--- config.mk ---
export PLATFORM = sky130hd
export DESIGN_NAME = ysyx_22041412_axi_sched
export DESIGN_NICKNAME = d
export VERILOG_FILES = /design/src/rtl/ysyx_22041412_axi_pkg.sv /design/src/rtl/ysyx_22041412_sched_prio.sv /design/src/rtl/ysyx_22041412_axi_sched.sv
export SDC_FILE = /design/constraint.sdc
export NUM_CORES = 1
export LEC_CHECK = 0
export CAP_MARGIN = 0
export CORE_AREA = 2 2 193 195
export CTS_BUF_LIST = sky130_fd_sc_hd__clkbuf_8
export CTS_CLUSTER_DIAMETER = 80
export CTS_CLUSTER_SIZE = 30
export DETAILED_ROUTE_END_ITERATION = 6
export DIE_AREA = 0 0 195 197
export PLACE_DENSITY = 0.41
export SLEW_MARGIN = 15
export SYNTH_ARGS = -nofsm -noshare
export SYNTH_HDL_FRONTEND = slang
export SYNTH_HIERARCHICAL = 1
export SYNTH_SLANG_ARGS = --single-unit
--- constraint.sdc ---
create_clock -name clk -period 4.2 [get_ports clk]
set_input_delay 0.63 -clock clk [delete_from_list [all_inputs] [get_ports clk]]
set_output_delay 0.63 -clock clk [all_outputs]
set_load 0.05 [all_outputs]
--- src/rtl/ysyx_22041412_axi_pkg.sv ---
// Shared types for the single-port AXI scheduler:
// state encodings, burst-size constant, grant one-hot.
package ysyx_22041412_axi_pkg;

  typedef enum logic [1:0] {
    SCHED_IDLE = 2'd0,
    G_IF       = 2'd1,
    G_MR       = 2'd2,
    G_MW       = 2'd3
  } sched_state_e;

  localparam logic [2:0] BUST_8 = 3'b011;

  typedef struct packed {
    logic mw;
    logic mr;
    logic ifr;
  } grant_t;

  localparam grant_t GNT_NONE = '0;

endpackage

--- src/rtl/ysyx_22041412_sched_prio.sv ---
// Combinational picker: fixed priority MEM-W > MEM-R > IF,
// IF forced when starve_i reaches STARVE_LIMIT. Out: one-hot grant.
module ysyx_22041412_sched_prio
  import ysyx_22041412_axi_pkg::*;
#(
  parameter int STARVE_LIMIT = 4
) (
  input  logic       if_valid_i,
  input  logic       mr_valid_i,
  input  logic       mw_valid_i,
  input  logic [2:0] starve_i,
  output grant_t     grant_o
);

  localparam logic [2:0] LIM = 3'(STARVE_LIMIT);

  always_comb begin
    grant_o = GNT_NONE;
    if (if_valid_i && starve_i == LIM) grant_o.ifr = 1'b1;
    else if (mw_valid_i)               grant_o.mw  = 1'b1;
    else if (mr_valid_i)               grant_o.mr  = 1'b1;
    else if (if_valid_i)               grant_o.ifr = 1'b1;
  end

endmodule

--- src/rtl/ysyx_22041412_axi_sched.sv ---
// One-transaction-at-a-time scheduler of IF read, MEM read, MEM write
// onto a shared bridge port (bus_*); owner gets the zero-latency return path.
module ysyx_22041412_axi_sched
  import ysyx_22041412_axi_pkg::*;
#(
  parameter int AXI_DATA_WIDTH = 64,
  parameter int AXI_ADDR_WIDTH = 32,
  parameter int STARVE_LIMIT   = 4
) (
  input  logic                      clk,
  input  logic                      rst,
  input  logic                      if_ar_valid,
  input  logic [AXI_ADDR_WIDTH-1:0] if_ar_addr,
  input  logic [7:0]                if_ar_len,
  output logic                      if_ar_ready,
  output logic [AXI_DATA_WIDTH-1:0] if_ar_data,
  output logic                      if_last_i,
  input  logic                      mem_r_valid,
  input  logic [AXI_ADDR_WIDTH-1:0] mem_r_addr,
  input  logic [7:0]                mem_r_len,
  output logic                      mem_r_ready,
  output logic [AXI_DATA_WIDTH-1:0] mem_r_data,
  output logic                      mem_r_last_i,
  input  logic                      mem_w_valid,
  input  logic [AXI_ADDR_WIDTH-1:0] mem_w_addr,
  input  logic [7:0]                mem_w_len,
  input  logic [2:0]                mem_w_size,
  input  logic [AXI_DATA_WIDTH-1:0] mem_w_data,
  output logic                      mem_w_ready,
  output logic                      mem_w_last_i,
  output logic                      bus_valid,
  output logic                      bus_wen,
  output logic [AXI_ADDR_WIDTH-1:0] bus_addr,
  output logic [7:0]                bus_len,
  output logic [2:0]                bus_size,
  output logic [AXI_DATA_WIDTH-1:0] bus_wdata,
  input  logic                      bus_ready,
  input  logic [AXI_DATA_WIDTH-1:0] bus_rdata,
  input  logic                      bus_last
);

  localparam logic [2:0] LIM = 3'(STARVE_LIMIT);

  sched_state_e state_q, state_d;
  grant_t       grant_q, grant_d, pick;
  logic [7:0]   beat_q, beat_d;
  logic [2:0]   starve_q, starve_d;
  logic         err_q, err_d;

  logic                      own_v;
  logic [AXI_ADDR_WIDTH-1:0] own_addr;
  logic [7:0]                own_len;

  ysyx_22041412_sched_prio #(
    .STARVE_LIMIT(STARVE_LIMIT)
  ) u_prio (
    .if_valid_i(if_ar_valid),
    .mr_valid_i(mem_r_valid),
    .mw_valid_i(mem_w_valid),
    .starve_i  (starve_q),
    .grant_o   (pick)
  );

  always_comb begin
    own_v    = 1'b0;
    own_addr = '0;
    own_len  = '0;
    unique case (1'b1)
      grant_q.ifr: begin
        own_v    = if_ar_valid;
        own_addr = if_ar_addr;
        own_len  = if_ar_len;
      end
      grant_q.mr: begin
        own_v    = mem_r_valid;
        own_addr = mem_r_addr;
        own_len  = mem_r_len;
      end
      grant_q.mw: begin
        own_v    = mem_w_valid;
        own_addr = mem_w_addr;
        own_len  = mem_w_len;
      end
      default: ;
    endcase
  end

  always_ff @(posedge clk) begin
    if (rst) begin
      state_q  <= SCHED_IDLE;
      grant_q  <= GNT_NONE;
      beat_q   <= '0;
      starve_q <= '0;
      err_q    <= 1'b0;
    end else begin
      state_q  <= state_d;
      grant_q  <= grant_d;
      beat_q   <= beat_d;
      starve_q <= starve_d;
      err_q    <= err_d;
    end
  end

  always_comb begin
    state_d  = state_q;
    grant_d  = grant_q;
    beat_d   = beat_q;
    starve_d = starve_q;
    err_d    = err_q;
    unique case (state_q)
      SCHED_IDLE: begin
        grant_d = pick;
        beat_d  = '0;
        unique case (1'b1)
          pick.ifr: state_d = G_IF;
          pick.mr:  state_d = G_MR;
          pick.mw:  state_d = G_MW;
          default:  state_d = SCHED_IDLE;
        endcase
        if (!if_ar_valid || pick.ifr)
          starve_d = '0;
        else if ((pick.mr || pick.mw) && starve_q != LIM)
          starve_d = starve_q + 3'd1;
      end
      default: begin
        if (bus_ready) begin
          beat_d = beat_q + 8'd1;
          if (bus_last) begin
            state_d = SCHED_IDLE;
            grant_d = GNT_NONE;
            if (beat_q != own_len) err_d = 1'b1;
          end
        end else if (beat_q == 8'd0 && !own_v) begin
          // requester withdrew before any beat: cancel
          state_d = SCHED_IDLE;
          grant_d = GNT_NONE;
        end
      end
    endcase
  end

  always_comb begin
    bus_valid    = 1'b0;
    bus_wen      = 1'b0;
    bus_addr     = '0;
    bus_len      = '0;
    bus_size     = '0;
    bus_wdata    = '0;
    if_ar_ready  = 1'b0;
    if_ar_data   = '0;
    if_last_i    = 1'b0;
    mem_r_ready  = 1'b0;
    mem_r_data   = '0;
    mem_r_last_i = 1'b0;
    mem_w_ready  = 1'b0;
    mem_w_last_i = 1'b0;
    // rst gates outputs in the very cycle it is asserted
    if (!rst) begin
      unique case (state_q)
        G_IF: begin
          bus_valid   = own_v;
          bus_addr    = own_addr;
          bus_len     = own_len;
          bus_size    = BUST_8;
          if_ar_ready = bus_ready;
          if_ar_data  = bus_rdata;
          if_last_i   = bus_last;
        end
        G_MR: begin
          bus_valid    = own_v;
          bus_addr     = own_addr;
          bus_len      = own_len;
          bus_size     = BUST_8;
          mem_r_ready  = bus_ready;
          mem_r_data   = bus_rdata;
          mem_r_last_i = bus_last;
        end
        G_MW: begin
          bus_valid    = own_v;
          bus_wen      = 1'b1;
          bus_addr     = own_addr;
          bus_len      = own_len;
          bus_size     = mem_w_size;
          bus_wdata    = mem_w_data;
          mem_w_ready  = bus_ready;
          mem_w_last_i = bus_last;
        end
        default: ;
      endcase
    end
  end

endmodule

==> results summary, run 1 <==
The flow ran to the end, but the final reports show violations. The final reports fail on DRC. The vertical extent of the die is 197 µm.

The multi-input combinational cells in the finished layout cover a total of 2360 µm². The combined buffer and inverter count along the critical path is 2. The final critical path takes up 84.1% of the cycle. The highest cell delay on the worst timing path is 0.85 ns.

For this block, the via count after detailed routing is 4854. The cell count after synthesis is 423. Data on the critical path is required at its endpoint by 3.57 ns. The sequential cell area came out at 320 µm².

For the final routed database, the setup TNS stands at 0 ns. TritonCTS built the clock tree. The share of cells above drive strength 1 came out at 13.9%. The proportion of power drawn by flip-flops and latches came out at 15.4%.

The combined global-route utilization of all metal layers is 10.3%. The total placed cells including tap cells is 1355. The buffers inserted during post-CTS setup optimization came out at 0. The peak ir drop on the vdd network is 72.1 µV. The effective utilization at floorplan came out at 7.89%. In this run the tool buffered the top-level ports with 500 buffer cells.

The arrival time at the worst endpoint came out at 2.90 ns. The number of global-route vias before repair is 4638. In the synthesized netlist the async set-or-reset flop fraction comes to 0%. The core box area is 36300 µm².

The area growth from synthesis to layout is 186%. The shortest clock period the worst path allows after layout came out at 3.53 ns. The total of max-cap violations came out at 0. The congestion estimate from routability-driven global placement came to 0.837.

The number of levels the H-tree was split into is 1. The floorplan step defined a die boundary enclosing 38400 µm². Setup repair after global routing left no endpoint under its margin.

The final net count came out at 1158. On the critical path, the stage with the largest delay is an instance of clkdlybuf4s50_1. The post-synthesis sequential element count came out at 16.

STA classifies the critical path startpoint as a primary input. The critical path is of the in2out type. CTS placed an instance of clkbuf_8 at the clock tree root.

The mapped netlist covers 2860 µm². The leakage power figure is 3.15 nW. Counting the buffers created by CTS gives 3. Excluding fillers, the count of instances in the completed layout stands at 1358. At the later pin of the worst-skew pair, clock insertion delay measures 0.25 ns. The flip-flop cell with the highest count after synthesis is dfxtp_1. The post-detailed-route count of antenna-violating nets is 0. In this run the biggest area consumer among cell types represents 43.5% of the synthesized area. The layout filler cell count came out at 4036.

During synthesis, Yosys emitted a total of 6 warnings. Of the synthesized area, sequential elements account for 11.2%. The total count of hold-check failures in the final report came out at 0. The average routed wire per standard cell came out at 16.0 µm.

The critical path's most frequent cell is clkdlybuf4s50_1. The max-slew violation count is 0. The combinational fraction of design power came out at 73.9%. In the routed design, unresolved DRC markers number 9.

The most area-hungry cell type in the Yosys netlist is and2_1. The pre-antenna-repair detailed-routing pass consisted of 7 iterations. The internal power of the cells came out at 0.607 mW.

The antenna cell count is 0. The share of total power in the clock network is 10.8%. Across all hold checks on the routed design, the worst slack comes to 0.500 ns. The site row count came out at 70. The count of clock tree sinks is 16. The half-perimeter wire length after placement is 17.9 mm. The mean cell area of the mapped netlist is 6.76 µm². The final-report setup violation count is 0. The first-pass GRT wire length came out at 30.5 mm. The total net switching power is 0.463 mW.

The routed via count divided by cell count is 3.57. The commonest cells after synthesis are 199 x and2_1, 51 x nor2_1, 41 x a222oi_1. The largest net degree at the start of global routing came out at 67.

The number of different library cells in the post-synthesis netlist is 37. The min-delay analysis places its worst path in the category reg2reg. Walking the worst path, the cells encountered are clkdlybuf4s50_1 > or2_1 > nor2_1 > clkdlybuf4s50_1. The final global-route overflow total came out at 0. The initial antenna violation count came out at 0. The maximum root-to-sink buffer count came out at 2. The slew at the pin with the worst max-slew slack is 0.597 ns. The post-cts resize count is 0. STA classifies the critical path endpoint as a primary output. Synthesis produced a netlist with a net count of 689. The worst max-slew margin expressed relative to the limit came out at 60.1%. The cell family with the largest share of critical-path delay is buffers and inverters. Net switching is 43.3% of the power. The fmax is 283 MHz. The number of flops mapped to enable cells by yosys came out at 0. The hold buffer count at CTS came out at 0.

Total power for the finished layout comes to 1.07 mW. In this run the power density over the cells is 131 nW/µm². The cell with the most instances after synthesis is and2_1.

The total detailed-routing wirelength is 21.7 mm. The maximum net fanout on the critical path is 12. After synthesis, the cell types taking the most area are and2_1 44%, a222oi_1 14%, dfxtp_1 11%, nor2_1 6.7%, clkbuf_1 4.6%. In this run, the number of DRC markers left after iteration 0 of detailed routing was 365. The I/O pin total came out at 501. After clock tree synthesis, the clock-pin slew on the worst setup and hold paths is 0.06 ns. Clock skew on the completed layout was measured at 0.000811 ns.

The width of the chip is 195 µm.
==> power groups by stage <==
| stage | clock network [mW] | registers, mW | logic [mW] |
|---|---|---|---|
| after floorplan | 0 | 0.164 | 0.376 |
| after global placement | 0 | 0.168 | 0.799 |
| after detailed placement | 0 | 0.168 | 0.795 |
| after CTS | 0.120 | 0.165 | 0.799 |
| after global routing | 0.126 | 0.166 | 0.836 |
| final | 0.115 | 0.164 | 0.790 |
==> kinds of logic after synthesis <==
kind of cell | share of synthesized area (%)
AO/OA/AOI/OAI | 20.4
XOR/XNOR | 1.23
adder cells (fa/ha/maj) | 3.50
buffers and inverters | 6.96
flip-flops | 11.2
multiplexers | 0.350
AND/OR/NAND/NOR | 56.4
==> cells in the final DEF (no fill, tap or decap), types with 2 or more instances in the layout <==
cell type	synthesis	routed
a21bo_2	2	2
a21oi_1	7	7
a222oi_1	41	41
a22o_1	4	4
and2_1	199	199
buf_12	0	3
buf_4	0	111
clkbuf_8	0	3
clkdlybuf4s50_1	0	393
dfxtp_1	16	16
ha_1	8	8
inv_1	8	8
nand2_1	2	2
nand3_1	2	2
nand4_1	5	5
nor2_1	51	51
nor2b_1	6	3
nor2b_4	0	3
o21ai_0	4	4
o221ai_1	2	2
or2_1	2	2
or3_1	3	3
xor2_1	3	3
==> path summary, 6_finish.rpt <==
kind                                               start                  endpoint  cells after the start  slack (ns)
worst max-delay path                                 rst                 bus_valid                      4        0.67
worst min-delay path              beat_q[7]$_SDFFE_PP0P_    beat_q[7]$_SDFFE_PP0P_                      2        0.50
worst max register to register  starve_q[0]$_SDFFE_PP0P_  starve_q[2]$_SDFFE_PP0P_                      5        2.46
worst min register to register    beat_q[7]$_SDFFE_PP0P_    beat_q[7]$_SDFFE_PP0P_                      2        0.50
==> per-stage QoR <==
stage	setup slack (ns)	utilization (%)	area (µm²)
finish	0.666	22.5	8170
global route	0.545	22.5	8170
CTS	0.625	22.5	8170
detailed placement	0.639	22.4	8130
global placement	0.633	22.4	8130
floorplan	1.52	-	2860
==> registers in the layout, summed over array words and instances, names as in the netlist <==
register  cells
beat_q        8
state_q       2
starve_q      3
grant_q       3
==> metal layers <==
| metal | GRT usage [%] | up-vias | share of wire, % |
|---|---|---|---|
| met2 | 18.7 | 236 | 53 |
| met5 | 0 | - | 0 |
| li1 | - | 2390 | - |
| met1 | 13.0 | 2218 | 40 |
| met3 | 1.87 | 10 | 6.3 |
| met4 | 1.27 | 0 | 0.81 |
==> worst min-delay path: cells and delay by family, from the launching register on <==
family	cells	cell delay, ns
flip-flops	1	0.32
AO/OA/AOI/OAI	2	0.14
==> layout make-up <==
type | instances | share of cell area, %
well taps | 468 | 7.17
repair buffers | 507 | 59.1
clock buffers | 3 | 0.506
flip-flops and latches | 16 | 3.92
multi-input cells | 356 | 28.9
inverters | 8 | 0.368
Power figures use the tool's default switching activity.
==> inputs of run 2 (changes only) <==
--- a/config.mk
+++ b/config.mk
@@ -6,12 +6,12 @@
 export NUM_CORES = 1
 export LEC_CHECK = 0
 export CAP_MARGIN = 0
-export CORE_AREA = 2 2 193 195
+export CORE_AREA = 2 2 195 197
 export CTS_BUF_LIST = sky130_fd_sc_hd__clkbuf_8
 export CTS_CLUSTER_DIAMETER = 80
 export CTS_CLUSTER_SIZE = 30
 export DETAILED_ROUTE_END_ITERATION = 6
-export DIE_AREA = 0 0 195 197
+export DIE_AREA = 0 0 197 199
 export PLACE_DENSITY = 0.41
 export SLEW_MARGIN = 15
 export SYNTH_ARGS = -nofsm -noshare
==> constraint.sdc (replaced) <==
create_clock -name clk -period 2.9 [get_ports clk]
set_input_delay 0.435 -clock clk [delete_from_list [all_inputs] [get_ports clk]]
set_output_delay 0.435 -clock clk [all_outputs]
set_load 0.05 [all_outputs]
==> results summary, run 2 (synthesized netlist as in run 1, its figures left out) <==
The most frequent standard cell in the layout excluding fill and tap cells is clkdlybuf4s50_1 (unchanged). The number of cells traversed by the worst register-to-register path is 4 (was 5). The worst min-delay path endpoint is beat_q[7]$_SDFFE_PP0P_ (unchanged).

The total detailed-routing wirelength was 23.2 mm (was 21.7 mm). The arrival time at the worst endpoint is 2.23 ns (was 2.90 ns). The highest cell delay on the worst timing path is 0.41 ns (was 0.85 ns).

The average routed wire per standard cell came out at 16.9 µm (was 16.0 µm). The post-route clock period utilization is 92.0%. The number of buffers inserted during clock tree synthesis is 3 (unchanged). The fmax is 375 MHz. The final-report setup violation count is 0 (unchanged).

The post-detailed-route count of antenna-violating nets is 0 (unchanged). The path class of the lowest-slack min-delay path is reg2reg (unchanged). The slew at the pin with the worst max-slew slack is 0.545 ns (was 0.597 ns). The classification of the worst setup path is reg2out (was in2out). The count of clock tree sinks is 16 (unchanged). The peak ir drop on the vdd network is 136 µV (was 72.1 µV). The met1 global-route usage came to 13.2% (was 13.0%). The register containing the most flip-flops in the final layout is beat_q (unchanged). The total count of hold-check failures in the final report is 0 (unchanged). The I/O pin total is 501 (unchanged). The end of the worst register-to-register path is grant_q[1]$_SDFFE_PP0P_ (was starve_q[2]$_SDFFE_PP0P_). The clock latency at the later pin of the worst-skew pair was 0.25 ns (about the same). Status: complete, but fails checks (unchanged). The total of max-cap violations is 0 (unchanged). The initial antenna violation count is 0 (unchanged). The startpoint of the tightest hold check path is beat_q[7]$_SDFFE_PP0P_ (unchanged). The share of cells above drive strength 1 was 29.6% (was 13.9%). The final global-route overflow total is 0 (unchanged). Registers with the most flip-flops: beat_q x8, grant_q x3, starve_q x3 (unchanged). The number of DRC markers after the initial detailed-route iteration is 460 (was 365). The total negative slack for setup checks came out at 0 ns (unchanged). The detailed-router iteration count before antenna repair is 7 (unchanged). The first-pass GRT wire length came out at 32.3 mm (was 30.5 mm). The clock input transition at the sequential cells of the worst setup and hold paths is 0.07 ns (was 0.06 ns). The number of levels the H-tree was split into is 1 (unchanged). The core box area is 37100 µm² (was 36300 µm²). The critical path's most frequent cell was or2_1 (was clkdlybuf4s50_1). The site row count is 71 (was 70).

The layout-stage area growth over the synthesis result was 266% (was 186%). The combined global-route utilization of all metal layers is 10.8% (was 10.3%). The clock skew after layout is 0.00608 ns (was 0.000811 ns). The vertical extent of the die is 199 µm (was 197 µm).

The half-perimeter wire length after placement is 19.8 mm (was 17.9 mm). The buffers inserted during post-CTS setup optimization was 0 (unchanged). Commonest non-fill, non-tap cells in the layout: 257 x clkdlybuf4s50_1, 209 x buf_12, 199 x and2_1 (was 393 x clkdlybuf4s50_1, 199 x and2_1, 111 x buf_4). The area enclosed by the die boundary came to 39200 µm² (was 38400 µm²). The root buffer cell is clkbuf_8 (unchanged). The max-slew violation count came out at 0 (unchanged).

The effective utilization at floorplan was 7.70% (was 7.89%). The shortest clock period the worst path allows after layout came out at 2.67 ns. The number of global-route vias before repair is 4717 (was 4638). The routed via count divided by cell count came out at 3.57 (about the same). The clock tree from TritonCTS is done (unchanged). Worst-path cell chain: inv_1 > ha_1 > or2_1 > or2_1 > buf_12 > nor2_1 > buf_4 (was clkdlybuf4s50_1 > or2_1 > nor2_1 > clkdlybuf4s50_1). The post-cts resize count is 0 (unchanged). The busiest layer in global routing is met2 (unchanged). The endpoint type of the worst setup path is a primary output (unchanged). The flop-to-flop setup slack is 1.07 ns (was 2.46 ns). The maximum root-to-sink buffer count came out at 2 (unchanged).

The number of stages on the worst hold path is 2 (unchanged). The total power density per cell area is 174 nW/µm² (was 131 nW/µm²). The port buffer count came out at 500 (unchanged). The met2 layer usage reported by global route came out at 20.1% (was 18.7%).

The flip-flop count of the largest register after layout came out at 8 (unchanged). The hold buffer count at CTS came out at 0 (unchanged). The number of DRC violations after detailed routing came to 2 (was 9). The core utilization of the finished layout is 28.2% (was 22.5%). The required time of the critical path came out at 2.47 ns (was 3.57 ns). Setup repair after global routing missed its margin: false (unchanged).

The leakage power figure is 4.02 nW (was 3.15 nW). The width of the chip came out at 197 µm (was 195 µm). The final net count is 1162 (was 1158). The worst max-slew margin expressed relative to the limit is 63.6% (was 60.1%). The largest net degree at the start of global routing is 67 (unchanged). The detailed-route via count came to 4888 (was 4854). The kind of launch point of the worst setup path is a flop (was primary input). The weighted congestion at the end of routability-driven global placement was 0.800 (was 0.837). The antenna cell count is 0 (unchanged). The worst-path cell with the longest stage delay is dfxtp_1 (was clkdlybuf4s50_1). The maximum net fanout on the critical path came out at 33 (was 12). The fraction of met3 tracks used by global routing came to 2.46% (was 1.87%).

Violated checks: DRC (unchanged). The start of the worst register-to-register path is grant_q[1]$_SDFFE_PP0P_ (was starve_q[0]$_SDFFE_PP0P_).
==> run 2: cell count changes in the layout (fill, tap and decap cells not counted) <==
cell	previous run	this run
buf_12	3	209
clkdlybuf4s50_1	393	257
buf_4	111	45
clkbuf_8	3	4
==> run 2: area by class of cell <==
type	count	area (µm²)
fill	3838	26700
timing repair buffer	511	7090
multi-input combinational	356	2360
tap	474	593
sequential	16	320
clock buffer	4	55.1
inverter	8	30.0
==> run 2: worst max-delay path by stage <==
stage | from | to | slack (ns) | cells after the start
after floorplan | state_q[0]$_SDFFE_PP0P_ | bus_addr[0] | 0.42 | 7
after global placement | rst | bus_addr[11] | 0.40 | 6
after detailed placement | rst | bus_addr[1] | 0.39 | 6
after CTS | state_q[0]$_SDFFE_PP0P_ | bus_addr[1] | 0.20 | 7
after global routing | state_q[0]$_SDFFE_PP0P_ | bus_addr[7] | 0.05 | 7
final | state_q[0]$_SDFFE_PP0P_ | bus_addr[1] | 0.23 | 7
==> run 2: power by group <==
part / leakage [nW] / switching [mW] / internal, mW / total (mW)
registers: 0.130 / 0.0150 / 0.228 / 0.243
logic: 3.86 / 0.631 / 0.746 / 1.38
clock network: 0.0288 / 0.0829 / 0.121 / 0.204
total: 4.02 / 0.729 / 1.09 / 1.82
==> run 2: layer usage <==
layer / vias up / wire (µm)
met3: 4 / 1560
met1: 2264 / 9180
li1: 2398 / -
met5: - / 0
met4: 0 / 69
met2: 222 / 12400
==> run 2: worst max-delay path, delay by kind of cell, from the launching register on <==
family,cells,cell delay (ns)
adders and majority gates,1,0.24
and+or+nand+nor,3,0.76
buffers and inverters,3,0.53
DFF,1,0.41
==> run 2: per-stage QoR <==
stage          area (µm²)  cells  worst slack (ns)  hold slack [ns]  total power [mW]
6_report            10500   1369             0.232            0.500              1.82
5_1_grt             10500   1369            0.0532            0.526              1.91
3_3_place_gp        10400   1365             0.396            0.482              1.64
2_1_floorplan        2860    423             0.418            0.457             0.782
4_1_cts             10500   1369             0.200            0.506              1.85
3_5_place_dp        10400   1365             0.387            0.496              1.64
